`config.mk`:
```
export PLATFORM = sky130hd
export DESIGN_NAME = pc_sequencer_flat
export DESIGN_NICKNAME = d
export VERILOG_FILES = /design/src/rtl/pc_sequencer_pkg.sv /design/src/rtl/pc_sequencer_if.sv /design/src/rtl/pc_next_sel.sv /design/src/rtl/pc_sequencer.sv /design/src/flat_wrapper.sv
export SDC_FILE = /design/constraint.sdc
export NUM_CORES = 1
export LEC_CHECK = 0
export BUFFER_PORTS_ARGS = -buffer_cell sky130_fd_sc_hd__buf_2
export CAP_MARGIN = 20
export CORE_MARGIN = 2
export CORE_UTILIZATION = 45
export DETAILED_ROUTE_END_ITERATION = 6
export PLACE_DENSITY_LB_ADDON = 0.15
export SLEW_MARGIN = 20
export SYNTH_ARGS = -nofsm -noshare
export SYNTH_HDL_FRONTEND = slang
export SYNTH_SLANG_ARGS = --single-unit
```
`constraint.sdc`:
```
create_clock -name clk -period 1.4 [get_ports clk]
set_input_delay 0.35 -clock clk [delete_from_list [all_inputs] [get_ports clk]]
set_output_delay 0.35 -clock clk [all_outputs]
set_load 0.02 [all_outputs]
```
`src/rtl/pc_sequencer_pkg.sv`:
```
// rtl/pc_sequencer_pkg.sv - shared state encodings and default width for the PC sequencer
package pc_sequencer_pkg;

  localparam int AW_DEFAULT = 4;

  typedef enum logic [1:0] {
    ST_IDLE  = 2'd0,
    ST_FETCH = 2'd1,
    ST_HALT  = 2'd2
  } state_t;

endpackage

```
`src/rtl/pc_sequencer_if.sv`:
```
// rtl/pc_sequencer_if.sv - instruction fetch handshake between PC sequencer and memory
interface pc_sequencer_if #(
  parameter int AW = 4
);
  logic          mem_req;
  logic          mem_ack;
  logic [AW-1:0] pc;

  modport master (output mem_req, output pc, input mem_ack);
  modport slave  (input mem_req, input pc, output mem_ack);
endinterface

```
`src/rtl/pc_next_sel.sv`:
```
// rtl/pc_next_sel.sv - next-PC selection at fetch completion: jump, pending jump, or increment
module pc_next_sel #(
  parameter int AW = 4
) (
  input  logic [AW-1:0] pc,
  input  logic          jmp,
  input  logic [AW-1:0] jmp_addr,
  input  logic          pend,
  input  logic [AW-1:0] pend_addr,
  output logic [AW-1:0] next_pc,
  output logic          wrap_next
);

  // A same-cycle jump beats a pending one; wrap only counts on the increment path.
  always_comb begin
    if (jmp) begin
      next_pc = jmp_addr;
    end else if (pend) begin
      next_pc = pend_addr;
    end else begin
      next_pc = pc + AW'(1);
    end
    wrap_next = !jmp && !pend && (&pc);
  end

endmodule

```
`src/rtl/pc_sequencer.sv`:
```
// rtl/pc_sequencer.sv - program counter register and req/ack fetch sequencer
module pc_sequencer
  import pc_sequencer_pkg::*;
#(
  parameter int            AW       = AW_DEFAULT,
  parameter logic [AW-1:0] RESET_PC = '0
) (
  input  logic                   clk,
  input  logic                   rst,
  input  logic                   en,
  input  logic                   jmp,
  input  logic [AW-1:0]          jmp_addr,
  input  logic                   halt_req,
  input  logic                   resume,
  output logic                   fetch_vld,
  output logic                   wrap,
  output logic                   halted,
  pc_sequencer_if.master         bus
);

  state_t        state, state_nx;
  logic [AW-1:0] pc_d, pend_addr, pend_addr_d, next_pc;
  logic          pend, pend_d, wrap_next, fetch_vld_d, wrap_d;

  pc_next_sel #(.AW(AW)) u_next_sel (
    .pc        (bus.pc),
    .jmp       (jmp),
    .jmp_addr  (jmp_addr),
    .pend      (pend),
    .pend_addr (pend_addr),
    .next_pc   (next_pc),
    .wrap_next (wrap_next)
  );

  always_ff @(posedge clk or negedge rst) begin
    if (!rst) begin
      state <= ST_IDLE;
    end else begin
      state <= state_nx;
    end
  end

  // halt_req and en are only looked at when a fetch completes, never mid-fetch.
  always_comb begin
    state_nx = state;
    case (state)
      ST_IDLE: if (en) state_nx = ST_FETCH;
      ST_FETCH: begin
        if (bus.mem_ack) begin
          if (halt_req)  state_nx = ST_HALT;
          else if (!en)  state_nx = ST_IDLE;
          else           state_nx = ST_FETCH;
        end
      end
      ST_HALT: if (resume) state_nx = ST_FETCH;
      default: state_nx = ST_IDLE;
    endcase
  end

  always_comb begin
    pc_d        = bus.pc;
    pend_d      = pend;
    pend_addr_d = pend_addr;
    fetch_vld_d = 1'b0;
    wrap_d      = 1'b0;
    case (state)
      ST_FETCH: begin
        if (bus.mem_ack) begin
          pc_d        = next_pc;
          pend_d      = 1'b0;
          fetch_vld_d = 1'b1;
          wrap_d      = wrap_next;
        end else if (jmp) begin
          pend_d      = 1'b1;
          pend_addr_d = jmp_addr;
        end
      end
      ST_IDLE, ST_HALT: if (jmp) pc_d = jmp_addr;
      default: ;
    endcase
  end

  // mem_req/halted decode the next state so they stay registered yet track the state.
  always_ff @(posedge clk or negedge rst) begin
    if (!rst) begin
      bus.pc      <= RESET_PC;
      bus.mem_req <= 1'b0;
      pend        <= 1'b0;
      pend_addr   <= '0;
      fetch_vld   <= 1'b0;
      wrap        <= 1'b0;
      halted      <= 1'b0;
    end else begin
      bus.pc      <= pc_d;
      bus.mem_req <= (state_nx == ST_FETCH);
      pend        <= pend_d;
      pend_addr   <= pend_addr_d;
      fetch_vld   <= fetch_vld_d;
      wrap        <= wrap_d;
      halted      <= (state_nx == ST_HALT);
    end
  end

endmodule

```
`src/flat_wrapper.sv`:
```
// flat-port wrapper written by rule: the top's interface ports become plain ports
module pc_sequencer_flat import pc_sequencer_pkg::*;
#(
  parameter int            AW       = AW_DEFAULT,
  parameter logic [AW-1:0] RESET_PC = '0
)
  (clk, rst, en, jmp, jmp_addr, halt_req, resume, fetch_vld, wrap, halted, bus_mem_req, bus_pc, bus_mem_ack);
  pc_sequencer_if #(.AW(AW)) bus_i ();
  input  logic clk;
  input  logic rst;
  input  logic en;
  input  logic jmp;
  input  logic [AW-1:0] jmp_addr;
  input  logic halt_req;
  input  logic resume;
  output logic fetch_vld;
  output logic wrap;
  output logic halted;
  output wire logic [$bits(bus_i.mem_req)-1:0] bus_mem_req;
  output wire logic [$bits(bus_i.pc)-1:0] bus_pc;
  input wire logic [$bits(bus_i.mem_ack)-1:0] bus_mem_ack;
  assign bus_mem_req = bus_i.mem_req;
  assign bus_pc = bus_i.pc;
  assign bus_i.mem_ack = bus_mem_ack;
  pc_sequencer #(.AW(AW), .RESET_PC(RESET_PC)) u_core (.clk(clk), .rst(rst), .en(en), .jmp(jmp), .jmp_addr(jmp_addr), .halt_req(halt_req), .resume(resume), .fetch_vld(fetch_vld), .wrap(wrap), .halted(halted), .bus(bus_i));
endmodule
```
==> impl_metrics.prom <==
# TYPE chip_impl_metric gauge
chip_impl_info{name="critical_path.endpoint_type",value="output port"} 1
chip_impl_metric{name="floorplan.die_area",unit="um2"} 1980
chip_impl_metric{name="post-layout-total-power",unit="mW"} 1.73
chip_impl_metric{name="maximum_number_of_pins_on_one_net_before_global_route_repair",unit=""} 16
chip_impl_metric{name="ctsResizeCount",unit=""} 0
chip_impl_info{name="tritoncts",value="built"} 1
chip_impl_metric{name="n_antenna_cell",unit=""} 0
chip_impl_metric{name="cellLeakagePower",unit="nW"} 0.456
chip_impl_metric{name="syn-cell-area",unit="um2"} 739
chip_impl_metric{name="swShare",unit="%"} 36.8
chip_impl_metric{name="fp-row-count",unit=""} 14
chip_impl_metric{name="router_iterations_before_antenna_repair",unit=""} 4
chip_impl_metric{name="syn-instance-count",unit=""} 65
chip_impl_metric{name="synth_nets",unit=""} 77
chip_impl_metric{name="ctsLongestPathBuffers",unit=""} 2
chip_impl_info{name="grt_setup_unrepaired",value="false"} 1
chip_impl_metric{name="hpwl",unit="mm"} 1.08
chip_impl_metric{name="post_synth.cell_area_avg",unit="um2"} 11.4
chip_impl_metric{name="hold_slack",unit="ns"} 0.289
chip_impl_metric{name="timing.max_slew.rel_slack",unit="%"} 77.3
chip_impl_metric{name="routabilityCongestion",unit=""} 0.796
chip_impl_metric{name="insertion_delay",unit="ns"} 0.28
chip_impl_metric{name="clock-skew-final",unit="ns"} 0.00233
chip_impl_metric{name="nNetsFinal",unit=""} 105
chip_impl_metric{name="p_per_area",unit="nW/um2"} 1880
chip_impl_metric{name="portBuffers",unit=""} 18
chip_impl_metric{name="power.net_switching",unit="uW"} 637
chip_impl_metric{name="postRouteAntennaNets",unit=""} 0
chip_impl_metric{name="numCtsBuffers",unit=""} 3
chip_impl_metric{name="initial_antenna_violation_count",unit=""} 0
chip_impl_metric{name="routed_via_density",unit=""} 5.38
chip_impl_metric{name="timing_hold_violations_final",unit=""} 0
chip_impl_metric{name="clock_power_share",unit="%"} 14.2
chip_impl_metric{name="pwr-share-seq",unit="%"} 41.0
chip_impl_metric{name="groute.usage.overall",unit="%"} 17.5
chip_impl_metric{name="core-area",unit="um2"} 1520
chip_impl_info{name="worst-setup-path-type",value="reg2out"} 1
chip_impl_metric{name="final_cell_count_no_fill",unit=""} 108
chip_impl_metric{name="cts.hold.buffers_added",unit=""} 1
chip_impl_metric{name="initial_core_utilization",unit="%"} 48.5
chip_impl_metric{name="drt_initial_violations",unit=""} 6
chip_impl_metric{name="cts.sinks",unit=""} 15
chip_impl_info{name="clk_root_buffer_cell",value="sky130_fd_sc_hd__clkbuf_4"} 1
chip_impl_info{name="synthFlopType",value="sky130_fd_sc_hd__dfrtp_1"} 1
chip_impl_metric{name="worst_max_slew_pin_slew",unit="ns"} 0.340
chip_impl_metric{name="post_cts_setup_bufs",unit=""} 0
chip_impl_metric{name="yosys_register_bits",unit=""} 15
chip_impl_metric{name="detailedPlace.worstSlack",unit="ns"} 0.107
chip_impl_metric{name="finalCriticalPeriod",unit="ns"} 1.31
chip_impl_metric{name="first_global_vias",unit=""} 606
chip_impl_metric{name="synth_edf_count",unit=""} 0
chip_impl_metric{name="worst_ep_required_time",unit="ns"} 1.05
chip_impl_metric{name="fin_util",unit="%"} 60.3
chip_impl_metric{name="drive_gt1_share",unit="%"} 38.0
chip_impl_metric{name="routedWlPerCell",unit="um"} 13.1
chip_impl_metric{name="number_of_max_capacitance_violations_reported",unit=""} 0
chip_impl_metric{name="postSynth.asyncResetShare",unit="%"} 100
chip_impl_metric{name="chipWidth",unit="um"} 44.5
chip_impl_metric{name="area.growth.synth_to_final",unit="%"} 24.2
chip_impl_metric{name="fin_ws",unit="ns"} 0.0880
chip_impl_metric{name="via_count",unit=""} 581
chip_impl_metric{name="ir_worst_vdd",unit="uV"} 885
chip_impl_metric{name="synth.distinct_cells",unit=""} 28
chip_impl_metric{name="grt_first_pass_wirelength",unit="mm"} 2.50
chip_impl_metric{name="die_height",unit="um"} 44.5
chip_impl_info{name="status",value="complete, no violations"} 1
chip_impl_metric{name="fmaxAchievable",unit="MHz"} 762
chip_impl_metric{name="crit_arrival",unit="ns"} 0.96
chip_impl_metric{name="final-setup-viol-count",unit=""} 0
chip_impl_metric{name="routed_wirelength",unit="mm"} 1.42
chip_impl_metric{name="cts.clk_slew.worst_paths",unit="ns"} 0.09
chip_impl_metric{name="post-route-period-util",unit="%"} 93.7
chip_impl_metric{name="h-tree-depth",unit=""} 1
chip_impl_metric{name="final_cell_area",unit="um2"} 918
chip_impl_metric{name="yosysWarningCount",unit=""} 0
chip_impl_metric{name="share_of_the_yosys_chip_area_belonging_to_registers",unit="%"} 50.8
chip_impl_info{name="min-delay-path-class",value="in2reg"} 1
chip_impl_metric{name="placed_cells",unit=""} 103
chip_impl_metric{name="ios",unit=""} 19
chip_impl_metric{name="tns",unit="ns"} 0
chip_impl_metric{name="path_max_fanout",unit=""} 4
chip_impl_metric{name="detailed_place.area",unit="um2"} 882
chip_impl_metric{name="comb_power_share",unit="%"} 44.9
chip_impl_metric{name="detail_route.drc_violations",unit=""} 0
chip_impl_metric{name="slew_viol_final",unit=""} 0
chip_impl_metric{name="globalRouteOverflowTotal",unit=""} 0
chip_impl_info{name="cp-start-kind",value="flop"} 1
chip_impl_metric{name="intPower",unit="mW"} 1.09
## per-layer routing
metal	routed length (um)	GRT usage, %
met3	58	3.27
met1	684	21.3
met4	23	12.7
met5	0	0
met2	653	27.2
## flip-flops by register name, summed over array words and instances, names as in the netlist
register	flops
u_core.bus.mem_req	1
u_core.bus.pc	4
u_core.fetch_vld	1
u_core.halted	1
u_core.pend	1
u_core.pend_addr	4
u_core.state	2
u_core.wrap	1
## worst max-delay path, stage by stage (launching register included)
cell and delay [ns]:
sky130_fd_sc_hd__dfrtp_1 0.39, sky130_fd_sc_hd__buf_4 0.15, sky130_fd_sc_hd__buf_2 0.15
## power by group through the flow
stage	logic, mW	registers, mW	clock network [mW]
2_1_floorplan	0.420	0.799	0
3_3_place_gp	0.761	0.714	0
3_5_place_dp	0.775	0.715	0
4_1_cts	0.782	0.706	0.252
5_1_grt	0.856	0.734	0.276
6_report	0.776	0.709	0.245
## cells in the mapped netlist, types with 2 or more instances
| cell | n | area share (%) |
|---|---|---|
| sky130_fd_sc_hd__dfrtp_1 | 15 | 51 |
| sky130_fd_sc_hd__inv_1 | 5 | 2.5 |
| sky130_fd_sc_hd__nor2_1 | 5 | 2.5 |
| sky130_fd_sc_hd__mux2_4 | 4 | 8.1 |
| sky130_fd_sc_hd__a21oi_1 | 3 | 2.0 |
| sky130_fd_sc_hd__mux2i_1 | 3 | 4.1 |
| sky130_fd_sc_hd__o211ai_1 | 3 | 3.0 |
| sky130_fd_sc_hd__a32o_1 | 2 | 2.7 |
| sky130_fd_sc_hd__nand2_1 | 2 | 1.0 |
| sky130_fd_sc_hd__nand2b_1 | 2 | 1.7 |
| sky130_fd_sc_hd__o21ai_0 | 2 | 1.4 |
| sky130_fd_sc_hd__o22ai_1 | 2 | 1.7 |
| sky130_fd_sc_hd__xnor2_1 | 2 | 2.4 |
## logic make-up (layout without fill, tap and decap cells)
| logic type | Yosys count | after routing | synth area share, % |
|---|---|---|---|
| multiplexers | 8 | 8 | 13.7 |
| buffers and inverters | 8 | 35 | 5.24 |
| flip-flops | 15 | 15 | 50.8 |
| AND/OR/NAND/NOR | 16 | 16 | 12.4 |
| AO/OA/AOI/OAI | 15 | 15 | 13.9 |
| adder cells (fa/ha/maj) | 1 | 1 | 1.69 |
| XOR/XNOR | 2 | 2 | 2.37 |
## final cells by class
cell class,instances,area (um2)
clock buffers,4,26.3
multi-input cells,42,325
inverters,5,18.8
repair buffers,26,153
flip-flops and latches,15,375
well taps,16,20.0
fillers,122,606
## path summary, 6_finish.rpt
kind | startpoint | slack, ns | cells past startpoint | to
max | u_core.bus.pc[0] | 0.09 | 2 | bus_pc[0]
min | jmp | 0.29 | 2 | u_core.wrap
max reg2reg | u_core.state[0] | 0.09 | 3 | u_core.pend_addr[1]
min reg2reg | u_core.pend_addr[3] | 0.52 | 1 | u_core.pend_addr[3]
max in group asynchronous | rst | 0.66 | 2 | u_core.state[1]
min in group asynchronous | rst | 0.49 | 2 | u_core.bus.pc[2]
## placed cells by master (no fill, tap or decap), drive strengths merged
cell,count
and3,1
nor2b,2
mux2,5
buf,25
nor3,1
nand3b,1
a32o,2
nand2,2
clkbuf,4
o21ai,3
nand4b,1
a31oi,1
dlygate4sd3,1
dfrtp,15
inv,5
a21oi,3
mux2i,3
nand2b,2
o211ai,3
a22oi,1
nor2,5
o22ai,2
xnor2,2
nand3,1
ha,1
Power figures use the tool's default switching activity.
